--- src/rtl/tnoc_output_credit_manager_if.sv ---
// rtl/tnoc_output_credit_manager_if.sv - flit/credit event and availability bundle for one output port
interface tnoc_output_credit_manager_if #(
    parameter int CHANNELS = 2,
    parameter int CW       = 3
);
    logic [CHANNELS-1:0]    i_flit_sent;
    logic [CHANNELS-1:0]    i_credit_return;
    logic                   i_clear;
    logic [CHANNELS-1:0]    o_vc_available;
    logic [CHANNELS*CW-1:0] o_credit_count;
    logic                   o_error;
    logic [CHANNELS-1:0]    o_error_vc;

    modport master (
        output i_flit_sent, i_credit_return, i_clear,
        input  o_vc_available, o_credit_count, o_error, o_error_vc
    );

    modport slave (
        input  i_flit_sent, i_credit_return, i_clear,
        output o_vc_available, o_credit_count, o_error, o_error_vc
    );
endinterface

--- src/rtl/tnoc_output_credit_manager.sv ---
// rtl/tnoc_output_credit_manager.sv - per-VC downstream credit counters with violation freeze and clear
module tnoc_output_credit_manager #(
    parameter int CHANNELS = 2,
    parameter int DEPTH    = 4,
    localparam int CW      = $clog2(DEPTH + 1)
) (
    input  logic                            clk,
    input  logic                            rst,
    tnoc_output_credit_manager_if.slave     port
);
    typedef enum logic [1:0] {
        ST_INIT  = 2'd0,
        ST_RUN   = 2'd1,
        ST_ERROR = 2'd2
    } state_t;

    localparam logic [CW-1:0] FULL = CW'(DEPTH);

    state_t                         state_q, state_d;
    logic [CHANNELS-1:0][CW-1:0]    count_q, count_d;
    logic [CHANNELS-1:0]            err_vc_q, err_vc_d;

    always_ff @(posedge clk) begin
        if (rst) begin
            state_q  <= ST_INIT;
            count_q  <= '0;
            err_vc_q <= '0;
        end else begin
            state_q  <= state_d;
            count_q  <= count_d;
            err_vc_q <= err_vc_d;
        end
    end

    always_comb begin
        state_d  = state_q;
        count_d  = count_q;
        err_vc_d = err_vc_q;
        case (state_q)
            ST_INIT: begin
                for (int i = 0; i < CHANNELS; i++) count_d[i] = FULL;
                err_vc_d = '0;
                state_d  = ST_RUN;
            end
            ST_RUN: begin
                if (port.i_clear) begin
                    // Clear outranks any violation seen on the same edge
                    err_vc_d = '0;
                    state_d  = ST_INIT;
                end else begin
                    for (int i = 0; i < CHANNELS; i++) begin
                        if (port.i_flit_sent[i] && !port.i_credit_return[i]) begin
                            if (count_q[i] == '0) err_vc_d[i] = 1'b1;
                            else                  count_d[i]  = count_q[i] - CW'(1);
                        end else if (port.i_credit_return[i] && !port.i_flit_sent[i]) begin
                            if (count_q[i] == FULL) err_vc_d[i] = 1'b1;
                            else                    count_d[i]  = count_q[i] + CW'(1);
                        end
                    end
                    if (err_vc_d != '0) state_d = ST_ERROR;
                end
            end
            ST_ERROR: begin
                if (port.i_clear) begin
                    err_vc_d = '0;
                    state_d  = ST_INIT;
                end
            end
            default: state_d = ST_INIT;
        endcase
    end

    // Availability comes only from registered state; no same-cycle credit bypass
    always_comb begin
        port.o_vc_available = '0;
        for (int i = 0; i < CHANNELS; i++)
            port.o_vc_available[i] = (state_q == ST_RUN) && (count_q[i] != '0);
    end

    assign port.o_credit_count = count_q;
    assign port.o_error        = (state_q == ST_ERROR);
    assign port.o_error_vc     = err_vc_q;
endmodule
--- src/flat_wrapper.sv ---
// flat-port wrapper written by rule: the top's interface ports become plain ports
module tnoc_output_credit_manager_flat 
#(
    parameter int CHANNELS = 2,
    parameter int DEPTH    = 4,
    localparam int CW      = $clog2(DEPTH + 1)
)
  (clk, rst, port_i_flit_sent, port_i_credit_return, port_i_clear, port_o_vc_available, port_o_credit_count, port_o_error, port_o_error_vc);
  tnoc_output_credit_manager_if #(.CHANNELS(CHANNELS)) port_i ();
  input  logic clk;
  input  logic rst;
  input wire logic [$bits(port_i.i_flit_sent)-1:0] port_i_flit_sent;
  input wire logic [$bits(port_i.i_credit_return)-1:0] port_i_credit_return;
  input wire logic [$bits(port_i.i_clear)-1:0] port_i_clear;
  output wire logic [$bits(port_i.o_vc_available)-1:0] port_o_vc_available;
  output wire logic [$bits(port_i.o_credit_count)-1:0] port_o_credit_count;
  output wire logic [$bits(port_i.o_error)-1:0] port_o_error;
  output wire logic [$bits(port_i.o_error_vc)-1:0] port_o_error_vc;
  assign port_i.i_flit_sent = port_i_flit_sent;
  assign port_i.i_credit_return = port_i_credit_return;
  assign port_i.i_clear = port_i_clear;
  assign port_o_vc_available = port_i.o_vc_available;
  assign port_o_credit_count = port_i.o_credit_count;
  assign port_o_error = port_i.o_error;
  assign port_o_error_vc = port_i.o_error_vc;
  tnoc_output_credit_manager #(.CHANNELS(CHANNELS), .DEPTH(DEPTH)) u_core (.clk(clk), .rst(rst), .port(port_i));
endmodule
--- config.mk ---
export PLATFORM = sky130hd
export DESIGN_NAME = tnoc_output_credit_manager_flat
export DESIGN_NICKNAME = d
export VERILOG_FILES = /design/src/rtl/tnoc_output_credit_manager_if.sv /design/src/rtl/tnoc_output_credit_manager.sv /design/src/flat_wrapper.sv
export SDC_FILE = /design/constraint.sdc
export NUM_CORES = 1
export LEC_CHECK = 0
export CORE_ASPECT_RATIO = 0.75
export CORE_MARGIN = 5
export CORE_UTILIZATION = 30
export CTS_CLUSTER_SIZE = 8
export DETAILED_ROUTE_END_ITERATION = 8
export GPL_TIMING_DRIVEN = 0
export PLACE_DENSITY = 0.54
export SYNTH_ARGS = -nofsm -noshare
export SYNTH_HDL_FRONTEND = slang
export SYNTH_SLANG_ARGS = --single-unit
export TNS_END_PERCENT = 100
--- constraint.sdc ---
create_clock -name clk -period 3.65 [get_ports clk]
set_input_delay 0.73 -clock clk [delete_from_list [all_inputs] [get_ports clk]]
set_output_delay 0.73 -clock clk [all_outputs]
set_load 0.02 [all_outputs]
; Yosys cells after proc, flatten, opt, wreduce, memory -nomap -nowiden
; Index checks and enable logic that the tools add are counted.
[totals]
ff_bits = 10
inputBits = 7
output_inout_bits = 11
wordCells = 71
[classes]
n_addsub = 4
eq_ne = 13
muxes = 28
reduce_logical = 22
[op_table]
columns = cell, count
row1 = $mux 3, 8
row2 = $mux 1, 12
row3 = $pmux 2 s3, 2
row4 = $pmux 6 s2, 1
row5 = $reduce_and 5->1, 2
row6 = $ne 3x2->1 const B, 3
row7 = $reduce_bool 3->1, 3
row8 = $mux 2, 4
row9 = $add 3x1->3 const B, 2
row10 = $eq 3x3->1 const B, 2
row11 = $logic_and 1x1->1, 6
row12 = $logic_not 3->1, 2
row13 = $mux 6, 1
row14 = $ne 3x1->1 const B, 2
row15 = $ne 3x3->1 const B, 2
row16 = $sub 3x1->3 const B, 2
row17 = $logic_not 1->1, 4
row18 = $ne 2x2->1 const B, 2
row19 = $reduce_and 2->1, 2
row20 = $reduce_bool 2->1, 2
row21 = $eq 2x1->1 const B, 1
row22 = $eq 2x2->1 const B, 1
row23 = $logic_not 2->1, 1

; Longest topological paths before layout
; Gate-level depths: netlist (run 1).
[depth]
word_depth = 10
depth_mapped = 5
mapped_depth_nobuf = 5

; Worst setup path before layout (run 1)
; No wires, ideal clock.
[synth_path]
path_type = input-to-reg
from = input port_i_credit_return[1]
to = register u_core.count_q, in the netlist u_core.port.o_credit_count[5]
setup_ns = 0.091
t_arrival_ns = 2.049
t_required_ns = 3.559
setup_slack_ns = 1.511
cell_stages = 5
n_path_buf = 0
cell_sequence = and2b_4 -> fa_1 -> xnor2_4 -> or3_1 -> a311oi_1
[synth_between]
elab_chain_len = 5
word_cells_on_any_way = 10
cone_classes = 3 x eq/ne / 3 x mux / 4 x reduce/logical
[synth_rtl]
columns = element, line
row1 = "start, declared", flat_wrapper.sv:13  ; input wire logic [$bits(port_i.i_credit_return)-1:0] port_i_credit_return;
row2 = $logic_not 1->1, tnoc_output_credit_manager.sv:52  ; if (port.i_flit_sent[i] && !port.i_credit_return[i]) begin
row3 = $logic_and 1x1->1, tnoc_output_credit_manager.sv:52
row4 = $mux 3, tnoc_output_credit_manager.sv:52
row5 = $mux 6, tnoc_output_credit_manager.sv:46  ; if (port.i_clear) begin
row6 = $pmux 6 s2, tnoc_output_credit_manager.sv:39  ; case (state_q)
row7 = "end signal, assigned", tnoc_output_credit_manager.sv:30  ; count_q <= count_d;
row8 = "end, declared", tnoc_output_credit_manager.sv:20  ; logic [CHANNELS-1:0][CW-1:0] count_q, count_d;
; Several ways; a longest one is shown, not always the timed one. The select of a mux whose other input is x is not followed.
; A chain may end at the register's enable or synchronous reset.

; Worst setup path after layout (run 1)
[layout_path]
from = register u_core.state_q[1]
to = output port_o_error
[layout_between]
elab_chain_len = 1
[layout_rtl]
columns = element, line
row1 = "start, declared", tnoc_output_credit_manager.sv:19  ; state_t state_q, state_d;
row2 = "start signal, assigned", tnoc_output_credit_manager.sv:29  ; state_q <= state_d;
row3 = $eq 2x2->1, tnoc_output_credit_manager.sv:81  ; assign port.o_error = (state_q == ST_ERROR);
row4 = "end, declared", flat_wrapper.sv:17  ; output wire logic [$bits(port_i.o_error)-1:0] port_o_error;
; Every way passes these cells.

==> impl_metrics.tcl, run 1 <==
set metrics [dict create \
    cp-end-kind "output pin" \
    areaGrowthSynthToFinish_pct 33.7 \
    n_fill_cell 236 \
    path_delay_family "buffers and inverters" \
    wirelength_um 1630 \
    synth.most_common_cell "dfxtp_1" \
    min_path_type "register to register" \
    worstPathCellList "clkbuf_1 -> nor2b_1 -> clkdlybuf4s50_1" \
    fin_total_pwr_uw 305 \
    critPathSlowestCell "clkdlybuf4s50_1" \
    status "complete, no violations" \
    cts_buffer_depth 2 \
    viasPerCell 4.78 \
    drv_cap 0 \
    diodes 0 \
    synth_top_area_share_pct 28.3 \
    drv_slew 0 \
    finalHoldViolCount 0 \
    drive_above_1_share_pct 12.0 \
    finClkSkew_ns 0.00286 \
    portBuffers 16 \
    path_buf_inv 2 \
    routedWlPerCell_um 12.1 \
    cts_buffers 3 \
    critPathArrivalTime_ns 1.82 \
    clk_pin_slew_worst_paths_ns 0.07 \
    required_ns 2.92 \
    critPathKind "register to output pin" \
    synth-seq-cells 10 \
    synth_compound_area_share_pct 23.7 \
    grt_max_degree 11 \
    fin_nets 110 \
    antenna_left 0 \
    synth_largest_area_cell "dfxtp_1" \
    io_pins 18 \
    synth_edf_count 0 \
    synth_warnings 0 \
    synth-simple-area-share_pct 26.0 \
    dpl.cell_count 130 \
    core_area_sq_um 2270 \
    synth_nets 89 \
    async_flop_share_pct 0 \
    synthTopCellsByArea "dfxtp_1, fa_1, xor2_2, a21oi_1, xnor2_4" \
    cts_resized 0 \
    synthXorXnorAreaFrac_pct 12.2 \
    hpwl_um 1220 \
    register_area_sq_um 200 \
    synth_cell_types 36 \
    hold_buffers 0 \
    clock_latency_ns 0.27 \
    overflow 0 \
    multi_input_area_sq_um 488 \
    cts_tree "done" \
    setup-tns-final_ns 0 \
    row_count 15 \
    crit_fanout 10 \
    place.gp.congestion 0.783 \
    max_slew_margin_pct 71.9 \
    h-tree-depth 1 \
    die_y_um 52.1 \
    ir_drop_mv 0.219 \
    drc 0 \
    grt_pass1_wl_um 2760 \
    clock_sinks 10 \
    drtIter0Drc 23 \
    synthFlopType "dfxtp_1" \
    track_usage_pct 10.7 \
    finalSetupViolations 0 \
    crit_path_start_kind "register" \
    syn_area_sq_um 708 \
    fmax_mhz 392 \
    leakage_nw 0.331 \
    utilization_pct 41.7 \
    cts_root_buf "clkbuf_4" \
    instances_no_fill 134 \
    grt_pass1_vias 592 \
    layout_min_cycle_time_ns 2.55 \
    synth_mux_area_share_pct 0 \
    post_cts_buffers 0 \
    fin_crit_sh_pct 69.9 \
    netlist_top_cells_count "dfxtp_1, nor2_1, a21oi_1" \
    die-width_um 66.1 \
    vias 641 \
    yosysSeqAreaShare_pct 28.3 \
    tightest_slew_ns 0.420 \
    die_area_sq_um 3440 \
    synthAdderAreaFrac_pct 7.07 \
    slowest_delay_ns 0.63 \
    synth_top_family_by_area "simple AND/OR/NAND/NOR gates" \
    initial_core_util_pct 31.2 \
    rsz0062_at_grt "no" \
    p_per_area_nw_per_um2 322 \
    syn-mean-instance-area_sq_um 8.85 \
    netlist_instances 80 \
    dr.pass1.iters 4 \
    antenna_found_initial 0 \
]
## sequential cells by signal (all words and copies together), names as in the netlist
signal	cells
u_core.port.o_credit_count	6
u_core.port.o_error_vc	2
u_core.state_q	2
## where the power goes
part / switching [mW] / internal (mW)
logic: 0.0420 / 0.0386
clock network: 0.0416 / 0.0606
registers: 0.00800 / 0.115
total: 0.0916 / 0.214
## layout by cell type, fill, tap and decap left out, types with 2 or more instances in the layout
cell type / count
xor2_1: 2
fa_1: 2
nor2_1: 7
nand2_1: 4
a21boi_0: 2
o21ai_0: 5
nor2b_1: 3
clkdlybuf4s50_1: 16
a21oi_1: 6
or3_1: 4
dfxtp_1: 10
clkbuf_4: 3
a311oi_1: 2
a22oi_1: 2
o311ai_1: 2
nor3b_1: 2
xor2_2: 2
nor3_1: 4
nand3b_1: 2
## logic make-up after synthesis
family	Yosys count
and+or+nand+nor	32
AOI/OAI and AO/OA	25
DFF	10
xor gates and xnor gates	6
buffers and inverters	4
adders and majority gates	3
## routing by layer
layer / track usage, % / routed length [um] / share of wire, % / vias up
met2: 14.8 / 676 / 42 / 8
met3: 4.75 / 81 / 5.0 / 0
met1: 14.6 / 870 / 53 / 297
met4: 3.72 / 0 / 0 / 0
met5: 0 / 0 / 0 / -
li1: - / - / - / 336
## worst register-to-register path, stage by stage, from the launching register on
cell and delay, ns:
dfxtp_1 0.40, fa_1 0.53, xnor2_4 0.17, or3_1 0.30, a311oi_1 0.24
## worst paths after layout
check	from	to	slack, ns	depth (start not counted)
worst min-delay path	u_core.port.o_error_vc[1]	u_core.port.o_error_vc[1]	0.47	2
worst min register to register	u_core.port.o_error_vc[1]	u_core.port.o_error_vc[1]	0.47	2
worst max-delay path	u_core.state_q[1]	port_o_error	1.10	3
worst max register to register	u_core.port.o_credit_count[3]	u_core.port.o_credit_count[5]	1.93	4
## per-stage QoR
stage | hold slack (ns) | instance area, sq um | setup slack (ns)
5_1_grt | 0.509 | 947 | 1.00
3_5_place_dp | 0.459 | 911 | 0.829
3_3_place_gp | 0.460 | 911 | 0.840
4_1_cts | 0.470 | 947 | 1.09
2_1_floorplan | 0.541 | 708 | 1.51
6_report | 0.471 | 947 | 1.10
## cell type report
cell class	count	share of cell area, %
inverters	1	0.396
flip-flops and latches	10	21.1
multi-input cells	66	51.5
repair buffers	16	16.9
clock buffers	4	3.83
well taps	34	4.49
plain buffers	3	1.72
Power figures use the tool's default switching activity.
==> run 2, diff against run 1 <==
--- a/config.mk
+++ b/config.mk
@@ -11,7 +11,7 @@
 export CTS_CLUSTER_SIZE = 8
 export DETAILED_ROUTE_END_ITERATION = 8
 export GPL_TIMING_DRIVEN = 0
-export PLACE_DENSITY = 0.54
+export PLACE_DENSITY = 0.56
 export SYNTH_ARGS = -nofsm -noshare
 export SYNTH_HDL_FRONTEND = slang
 export SYNTH_SLANG_ARGS = --single-unit
==> constraint.sdc (replaced) <==
create_clock -name clk -period 2 [get_ports clk]
set_input_delay 0.4 -clock clk [delete_from_list [all_inputs] [get_ports clk]]
set_output_delay 0.4 -clock clk [all_outputs]
set_load 0.02 [all_outputs]
==> run 2 against run 1 <==
Compared with the run above:
- critical path type unchanged
- critical endpoint is now port_o_vc_available[0]
- clock power up 81%
- worst hold slack lost 0.029 ns
- sequential share of layout area barely moved
- final area is 0.13% lower
==> impl_metrics.tcl, run 2 (synthesis gave the netlist of run 1 again) <==
set metrics [dict create \
    status "complete, no violations" \
    areaGrowthSynthToFinish_pct 33.6 \
    io_pins 18 \
    grt_max_degree 11 \
    critPathArrivalTime_ns 1.49 \
    ir_drop_mv 0.266 \
    setup-tns-final_ns 0 \
    row_count 15 \
    clock_sinks 10 \
    finalHoldViolCount 0 \
    dr.pass1.iters 3 \
    crit_path_start_kind "register" \
    tightest_slew_ns 0.295 \
    largest_register_ffs 6 \
    die_area_sq_um 3440 \
    wirelength_um 1630 \
    vias 656 \
    min_path_type "primary input to register" \
    drv_slew 0 \
    hold_depth 2 \
    instances_no_fill 134 \
    place.gp.congestion 0.807 \
    track_usage_pct 10.6 \
    antenna_left 0 \
    final_common_cell "dfxtp_1" \
    drv_cap 0 \
    core_area_sq_um 2270 \
    cts_buffer_depth 2 \
    layout_min_cycle_time_ns 1.89 \
    fin_nets 110 \
    overflow 0 \
    portBuffers 16 \
    cts_buffers 3 \
    fmax_mhz 530 \
    drc 0 \
    max_slew_margin_pct 80.1 \
    grt_pass1_vias 535 \
    antenna_found_initial 0 \
    die-width_um 66.1 \
    finalSetupViolations 0 \
    clk_pin_slew_worst_paths_ns 0.07 \
    die_y_um 52.1 \
    finClkSkew_ns 0.00206 \
    crit_fanout 10 \
    initial_core_util_pct 31.2 \
    rr_worst_depth 4 \
    clock_latency_ns 0.27 \
    drive_above_1_share_pct 15.0 \
    cp-end-kind "output pin" \
    hpwl_um 1230 \
    routedWlPerCell_um 12.2 \
    n_fill_cell 236 \
    leakage_nw 0.349 \
    h-tree-depth 1 \
    viasPerCell 4.90 \
    drtIter0Drc 9 \
    cts_root_buf "clkbuf_4" \
    dpl.cell_count 130 \
    hold_buffers 0 \
    fin_total_pwr_uw 552 \
    diodes 0 \
    grt_pass1_wl_um 2690 \
    final_cell_mix "dfxtp_1, clkdlybuf4s50_1, nor2_1, a21oi_1, dlygate4sd2_1" \
    p_per_area_nw_per_um2 584 \
    critPathKind "register to output pin" \
    fin_crit_sh_pct 94.3 \
    required_ns 1.60 \
    post_cts_buffers 0 \
    rsz0062_at_grt "no" \
    cts_tree "done" \
]
## run 2: cell type report
class	count	area, sq um	area share, %
timing repair buffer	16	153	16.1
tap	34	42.5	4.50
inverter	1	3.75	0.397
clock buffer	4	36.3	3.84
buffer	3	17.5	1.85
multi-input combinational	66	493	52.1
sequential	10	200	21.2
## run 2: worst max-delay path, stage by stage, from the launching register on
cell,delay (ns)
dfxtp_1,0.32
clkbuf_2,0.18
nand2b_1,0.25
nor2_1,0.12
dlygate4sd2_1,0.34
## run 2: metrics by stage
step	setup slack (ns)	util [%]	area, sq um	hold slack, ns
finish	0.114	41.7	946	0.442
global route	0.0137	41.7	946	0.452
CTS	0.110	41.5	942	0.439
detailed placement	-0.521	40.1	911	0.464
global placement	-0.481	40.1	911	0.460
floorplan	0.191	-	708	0.541
## run 2: worst paths after layout
kind | start | endpoint | slack [ns]
worst max-delay path | u_core.state_q[1] | port_o_vc_available[0] | 0.11
worst min-delay path | rst | u_core.port.o_error_vc[1] | 0.44
worst max register to register | u_core.port.o_credit_count[3] | u_core.port.o_credit_count[5] | 0.36
worst min register to register | u_core.port.o_error_vc[0] | u_core.port.o_error_vc[0] | 0.47
## run 2: timing repair
| item | 4_1_cts | 5_1_grt |
|---|---|---|
| hold endpoints to repair | 0 | 0 |
| resized for setup | 9 | 2 |
| gates cloned | 0 | 0 |
| endpoints found under the setup margin | 5 | 1 |
## run 2: report_power, final
part | switching (mW) | internal, mW | total [mW] | leakage (nW)
sequential | 0.0156 | 0.209 | 0.225 | 0.0818
combinational | 0.0771 | 0.0652 | 0.142 | 0.247
clock | 0.0746 | 0.111 | 0.185 | 0.0210
## run 2: per-layer routing
metal / GRT usage (%) / wire [um] / vias to the layer above
met5: 0 / 0 / -
met4: 3.04 / 9 / 0
met3: 5.62 / 87 / 2
met2: 12.4 / 660 / 9
met1: 15.9 / 875 / 307
li1: - / - / 338
